**src/rtl/srl_fifo_af.sv**
```systemverilog
// srl_fifo_af: shift-register FIFO with full/empty handshakes, occupancy count, almost-full
// flag and an optional registered first-word-fall-through output stage.
module srl_fifo_af #(
  parameter int unsigned DATA_WIDTH = 1,
  parameter int unsigned ADDR_WIDTH = 2,
  parameter int unsigned DEPTH      = 4,
  parameter int unsigned AF_MARGIN  = 1,
  parameter int unsigned OUT_REG    = 0
) (
  input  logic                  clk,
  input  logic                  reset,
  input  logic                  if_write_ce,
  input  logic                  if_write,
  input  logic [DATA_WIDTH-1:0] if_din,
  output logic                  if_full_n,
  output logic                  if_almost_full_n,
  input  logic                  if_read_ce,
  input  logic                  if_read,
  output logic [DATA_WIDTH-1:0] if_dout,
  output logic                  if_empty_n,
  output logic [ADDR_WIDTH:0]   if_num_data_valid
);

  localparam int unsigned CntW = ADDR_WIDTH + 1;
  localparam logic [CntW-1:0] DepthC   = CntW'(DEPTH);
  // Almost-full once free entries (DEPTH - count) drop to AF_MARGIN or below.
  localparam logic [CntW-1:0] AfLevelC = CntW'(DEPTH - AF_MARGIN);

  logic [DATA_WIDTH-1:0] srl_q [DEPTH];
  logic [CntW-1:0]       count_q, count_d;
  logic [ADDR_WIDTH-1:0] rd_addr;
  logic [DATA_WIDTH-1:0] srl_dout;
  logic                  push, pop;
  logic                  srl_we, srl_re;

  assign push   = if_write & if_write_ce & if_full_n;
  assign pop    = if_read & if_read_ce & if_empty_n;
  // Requests coinciding with reset must not disturb the storage either.
  assign srl_we = push & ~reset;

  // Oldest entry sits at the top of the occupied region.
  assign rd_addr  = (count_q != '0) ? ADDR_WIDTH'(count_q - 1'b1) : '0;
  assign srl_dout = srl_q[rd_addr];

  // Shift storage: new word enters index 0, everything else moves up; not reset.
  always_ff @(posedge clk) begin
    if (srl_we) begin
      srl_q[0] <= if_din;
      for (int unsigned i = 1; i < DEPTH; i++) begin
        srl_q[i] <= srl_q[i-1];
      end
    end
  end

  // Occupancy of the shift storage: write and read in the same cycle cancel.
  always_comb begin
    count_d = count_q;
    if (srl_we && !srl_re) begin
      count_d = count_q + 1'b1;
    end else if (srl_re && !srl_we) begin
      count_d = count_q - 1'b1;
    end
  end

  // SRL occupancy register.
  always_ff @(posedge clk) begin
    if (reset) begin
      count_q <= '0;
    end else begin
      count_q <= count_d;
    end
  end

  assign if_full_n        = (count_q != DepthC);
  assign if_almost_full_n = (count_q < AfLevelC);

  if (OUT_REG == 0) begin : g_direct
    assign srl_re            = pop;
    assign if_dout           = srl_dout;
    assign if_empty_n        = (count_q != '0);
    assign if_num_data_valid = count_q;
  end else begin : g_out_reg
    logic [DATA_WIDTH-1:0] dout_q, dout_d;
    logic                  valid_q, valid_d;

    // Refill the output stage whenever it is empty or being drained this cycle.
    assign srl_re = (count_q != '0) & (~valid_q | pop);

    // Next state of the output holding register.
    always_comb begin
      dout_d  = dout_q;
      valid_d = valid_q;
      if (srl_re) begin
        dout_d  = srl_dout;
        valid_d = 1'b1;
      end else if (pop) begin
        valid_d = 1'b0;
      end
    end

    // Output holding register and its valid bit.
    always_ff @(posedge clk) begin
      if (reset) begin
        dout_q  <= '0;
        valid_q <= 1'b0;
      end else begin
        dout_q  <= dout_d;
        valid_q <= valid_d;
      end
    end

    assign if_dout           = dout_q;
    assign if_empty_n        = valid_q;
    assign if_num_data_valid = count_q + CntW'(valid_q);
  end

endmodule

```
**config.mk**
```make
export PLATFORM = sky130hd
export DESIGN_NAME = srl_fifo_af
export DESIGN_NICKNAME = d
export VERILOG_FILES = /design/src/rtl/srl_fifo_af.sv
export SDC_FILE = /design/constraint.sdc
export NUM_CORES = 1
export LEC_CHECK = 0
export ABC_AREA = 1
export CAP_MARGIN = 20
export CORE_AREA = 3 3 40 42
export CTS_CLUSTER_DIAMETER = 120
export CTS_CLUSTER_SIZE = 24
export DETAILED_ROUTE_END_ITERATION = 12
export DIE_AREA = 0 0 43 45
export GPL_ROUTABILITY_DRIVEN = 0
export MAX_ROUTING_LAYER = met4
export PLACE_DENSITY = 0.59
export SYNTH_ARGS = -nofsm -noshare
export SYNTH_HDL_FRONTEND = slang
export SYNTH_SLANG_ARGS = --single-unit
```
**constraint.sdc**
```tcl
create_clock -name clk -period 2.65 [get_ports clk]
set_input_delay 0.53 -clock clk [delete_from_list [all_inputs] [get_ports clk]]
set_output_delay 0.53 -clock clk [all_outputs]
set_load 0.02 [all_outputs]
```
# --- Word-level counts from Yosys, hierarchy flattened ---
# Memories as Yosys holds them, arrays and structs flattened.
# Index checks and enable logic that the tools add are counted.
word_totals:
  register_bits: 3
  n_memories: 1
  romBits: 0
  ram_bits: 4
  out_inout_bits: 7
  wordCells: 23
  latchBits: 0
op_classes:
  n_bitwise: 6
  n_mux: 5
  n_reduce_logical: 6
  eq_ne: 1
  n_addsub: 2
  mul: 0
  n_shift: 0
  n_div: 0
  n_lt_le_gt_ge: 1
memory_table:
  columns: ["memory", "depth", "width", "rd", "rd_ports_with_merged_regs", "wr", "line", "text"]
  rows:
  - ["srl_q", 4, 1, 4, 0, 4, "29", "logic [DATA_WIDTH-1:0] srl_q [DEPTH];"]
ops:
  columns: ["operator", "count"]
  rows:
  - ["3-bit two-way mux", 2]
  - ["1-bit AND", 5]
  - ["3-bit by 1-bit adder with 3-bit output, second input constant", 1]
  - ["3-bit by 2-bit < comparator with 1-bit output, second input constant", 1]
  - ["3-bit != test, second input constant", 1]
  - ["3-bit nonzero test", 1]
  - ["3-bit by 1-bit subtractor with 3-bit output, second input constant", 1]
  - ["1-bit logical AND", 2]
  - ["1-bit logical NOT", 2]
  - ["1-bit two-way mux", 2]
  - ["2-bit two-way mux", 1]
  - ["2-bit nonzero test", 1]
  - ["1-bit inverter", 1]

# --- Longest topological paths before layout ---
depth:
  ltp_word: 7
  ltp_mapped: 12
  depth_no_buf: 12

# --- Least setup slack after synthesis ---
# OpenSTA, ideal clock, no wires.
synth_path:
  path_kind: "flip-flop to flip-flop"
  startpoint: "register count_q[0], in the netlist if_num_data_valid[0]"
  endpoint: "register count_q[2], in the netlist if_num_data_valid[2]"
  period_less_slack_ns: 2.091
  arrival_time_ns: 2.027
  path_slack_ns: 0.559
  stages_incl_launch_ff: 12
  path_buffers: 0
  path_cell_list: "dfxtp_1 inv_2 ha_1 nand2_1 nand3_1 nor2_1 ha_1 inv_1 nand3_1 nand2_1 inv_1 nor2_1"
synth_between:
  elab_chain_len: 6
synth_rtl:
  columns: ["element", "line", "text"]
  rows:
  - ["start, declared", "30", "logic [CntW-1:0] count_q, count_d;"]
  - ["start signal, assigned", "70", "count_q <= count_d;"]
  - ["3-bit != test *", "74", "assign if_full_n = (count_q != DepthC);"]
  - ["net if_full_n", "15", "output logic if_full_n,"]
  - ["1-bit AND *", "36", "assign push = if_write & if_write_ce & if_full_n;"]
  - ["1-bit AND *", "39", "assign srl_we = push & ~reset;"]
  - ["net srl_we", "34", "logic srl_we, srl_re;"]
  - ["1-bit logical NOT", "60", "end else if (srl_re && !srl_we) begin"]
  - ["1-bit logical AND", "60", null]
  - ["2-bit nonzero test (no line)", null, null]
# Mark *: on every way through the listed nets, which the timed path passes. The rest lies on a longest branch. The select of a mux whose other input is x is not followed.
# A chain may end at the register's enable or synchronous reset.

# --- Worst setup path in the final report ---
layout_path:
  startpoint: "register count_q[0], in the netlist if_num_data_valid[0]"
  endpoint: "output port if_dout"
layout_between:
  elab_chain_len: 3
layout_rtl:
  columns: ["element", "line", "text"]
  rows:
  - ["3-bit by 1-bit subtractor with 3-bit output / 3-bit nonzero test (equally long branches)", null, null]
  - ["2-bit two-way mux *", "42", "assign rd_addr = (count_q != '0) ? ADDR_WIDTH'(count_q - 1'b1) : '0;"]
  - ["memory 4 x 1 bit *", null, null]
  - ["end, declared", "19", "output logic [DATA_WIDTH-1:0] if_dout,"]
# Every way passes the cells marked *; elsewhere a longest branch is shown, timed or not.

==> impl_metrics.yaml <==
outcome:
  outcome: "complete, no violations"
grt:
  grt_use_met2: 0.153
  grt_usage: 0.111
  grt_pass1_wl_um: 1490
  antenna_found_initial: 0
  grt_pass1_vias: 358
  top_usage_layer: "met2"
  grtUsageMet3: 0.0359
  use_met1: 0.132
  grt-ovfl-total: 0
  grt_max_degree: 7
yosys:
  synth_area_leaders: "edfxtp_1, dfxtp_1, ha_1"
  yosys.area.top_type: "edfxtp_1"
  ys_seq_area_frac: 0.422
  yosys_register_bits: 7
  synth.distinct_cells: 16
  syn_area_um2: 427
  netlist.area_leader.share: 0.282
  avgSynthCellArea_um2: 8.20
  syn_inst: 52
  yosys_warnings: 0
  synth_nets: 63
finish:
  diodes: 0
  stdcell_count: 85
  syn2layout_area_growth_pct: 43.1
  drive_gt1_frac: 0.157
  mostFrequentLayoutCells: "clkdlybuf4s50_1, inv_1, nand2_1"
  final_common_cell: "clkdlybuf4s50_1"
  fin_nets: 82
detailed_routing:
  wl_per_cell_um: 9.96
  ant_nets: 0
  drc: 0
  drt_wl_total_um: 847
  drt_iter0_markers: 11
  viasPerCell: 4.22
  dr.pass1.iters: 3
  vias: 359
critical_path:
  rrSetupSlack_ps: 840
  worst_r2r_startpoint: "if_num_data_valid[0]"
  cp-end-kind: "output port"
  crit_arrival_ps: 1960
  start_kind: "register"
  startpoint: "if_num_data_valid[0]"
  ff2ff_path_depth: 12
  critical_path_class: "reg2out"
  critPathCapture: "if_dout"
  critPathMaxFanout: 6
  r2r-end: "if_num_data_valid[2]"
  required_ps: 2120
floorplan:
  io_pins: 14
  die_w_um: 43
  core-area_um2: 1280
  dieArea_um2: 1940
  rows: 13
  die_height_um: 45
  start_util: 0.332
sta:
  period_share: 0.938
  rsz0062_at_grt: "false"
  tightest_slew_ps: 222
  slew_violations: 0
  hold_violations: 0
  relSlewSlack: 0.852
  setup_tns_ps: 0
  clock.fmax_ghz: 0.402
  setup_slack_ps: 163
  finalSetupViolCount: 0
  worst_clock_skew_ps: 0.870
  fin_crit_ps: 2490
clock_network:
  clk_path_buf_depth: 2
  cts_resized: 0
  htree_levels: 1
  numCtsBuffers: 3
  clock_latency_ps: 250
  clk_pin_slew_ps: 50
  root_buffer: "clkbuf_4"
  cts_setup_buffers: 0
  tritoncts: "yes"
  ctsHoldBuffers: 0
  cts_sinks: 7
placed_design:
  portBuffers: 13
  dp.cells: 81
  pre_cts_slack_ps: 368
  hpwlAfterDp_um: 630
job:
  cap_violations: 0
hold_path:
  hold_class: "reg2reg"
power:
  ir_worst_vdd_v: 0.000243
  leakage_nw: 0.277
  fin_total_pwr_mw: 0.417
  powerDensity_nw_per_um2: 682
==> cell families (layout without fill, tap and decap cells) <==
logic type / after synthesis / after routing / synth area share
buffers and inverters: 12 / 30 / 0.106
AND/OR/NAND/NOR: 22 / 22 / 0.264
adder cells (fa/ha/maj): 4 / 4 / 0.117
flip-flops: 7 / 7 / 0.422
XOR/XNOR: 1 / 1 / 0.0205
AO/OA/AOI/OAI: 6 / 6 / 0.0704
==> synth_stat cells <==
| library cell | n |
|---|---|
| nand2_2 | 1 |
| nor2_2 | 1 |
| o21ai_0 | 1 |
| edfxtp_1 | 4 |
| a21oi_1 | 3 |
| nor2_1 | 5 |
| o21ai_1 | 2 |
| dfxtp_1 | 3 |
| nand3b_1 | 1 |
| ha_1 | 4 |
| nand2_1 | 7 |
| xnor2_1 | 1 |
| inv_2 | 2 |
| nand3_1 | 5 |
| nand2_4 | 2 |
| inv_1 | 10 |
==> state kept, by name, indices dropped and copies added (netlist names) <==
name and flops:
srl_q 4, if_num_data_valid 3
==> how the worst min path moves through the flow <==
stage	start	to	slack [ps]	depth (start not counted)
global placement	srl_q[1]	srl_q[2]	440	0
finish	srl_q[1]	srl_q[2]	450	0
detailed placement	srl_q[1]	srl_q[2]	440	0
CTS	srl_q[1]	srl_q[2]	450	0
global route	srl_q[1]	srl_q[2]	470	0
floorplan	srl_q[1]	srl_q[2]	420	0
==> metrics by stage <==
stage                     utilization  instance area, µm²  hold WS [ps]
after floorplan                     -                 427           417
after global placement          0.454                 583           437
after detailed placement        0.454                 583           438
after CTS                       0.474                 609           450
after global routing            0.475                 611           473
final                           0.475                 611           447
==> cell type report <==
| cell class | count | area (µm²) |
|---|---|---|
| Sequential cell | 7 | 181 |
| Clock buffer | 4 | 26.3 |
| Tap cell | 15 | 18.8 |
| Multi-Input combinational cell | 33 | 201 |
| Fill cell | 124 | 674 |
| Timing Repair Buffer | 14 | 138 |
| Inverter | 12 | 45.0 |
==> per-layer routing <==
| layer | vias to the layer above | part of all wire |
|---|---|---|
| li1 | 200 | - |
| met1 | 147 | 0.47 |
| met2 | 10 | 0.44 |
| met3 | 2 | 0.061 |
| met4 | 0 | 0.022 |
| met5 | - | 0 |
==> power by group <==
| group | internal, mW | total, mW | switching, mW |
|---|---|---|---|
| clock network | 0.0577 | 0.100 | 0.0423 |
| registers | 0.124 | 0.135 | 0.0104 |
| logic | 0.0844 | 0.182 | 0.0978 |
==> critical path: stages, from the launching register on <==
cell,delay [ps]
dfxtp_2,380
inv_2,80
ha_1,320
inv_1,100
nand2_4,50
nor2_2,70
o21ai_1,60
nand2_1,50
clkdlybuf4s50_1,590
Power figures use the tool's default switching activity.
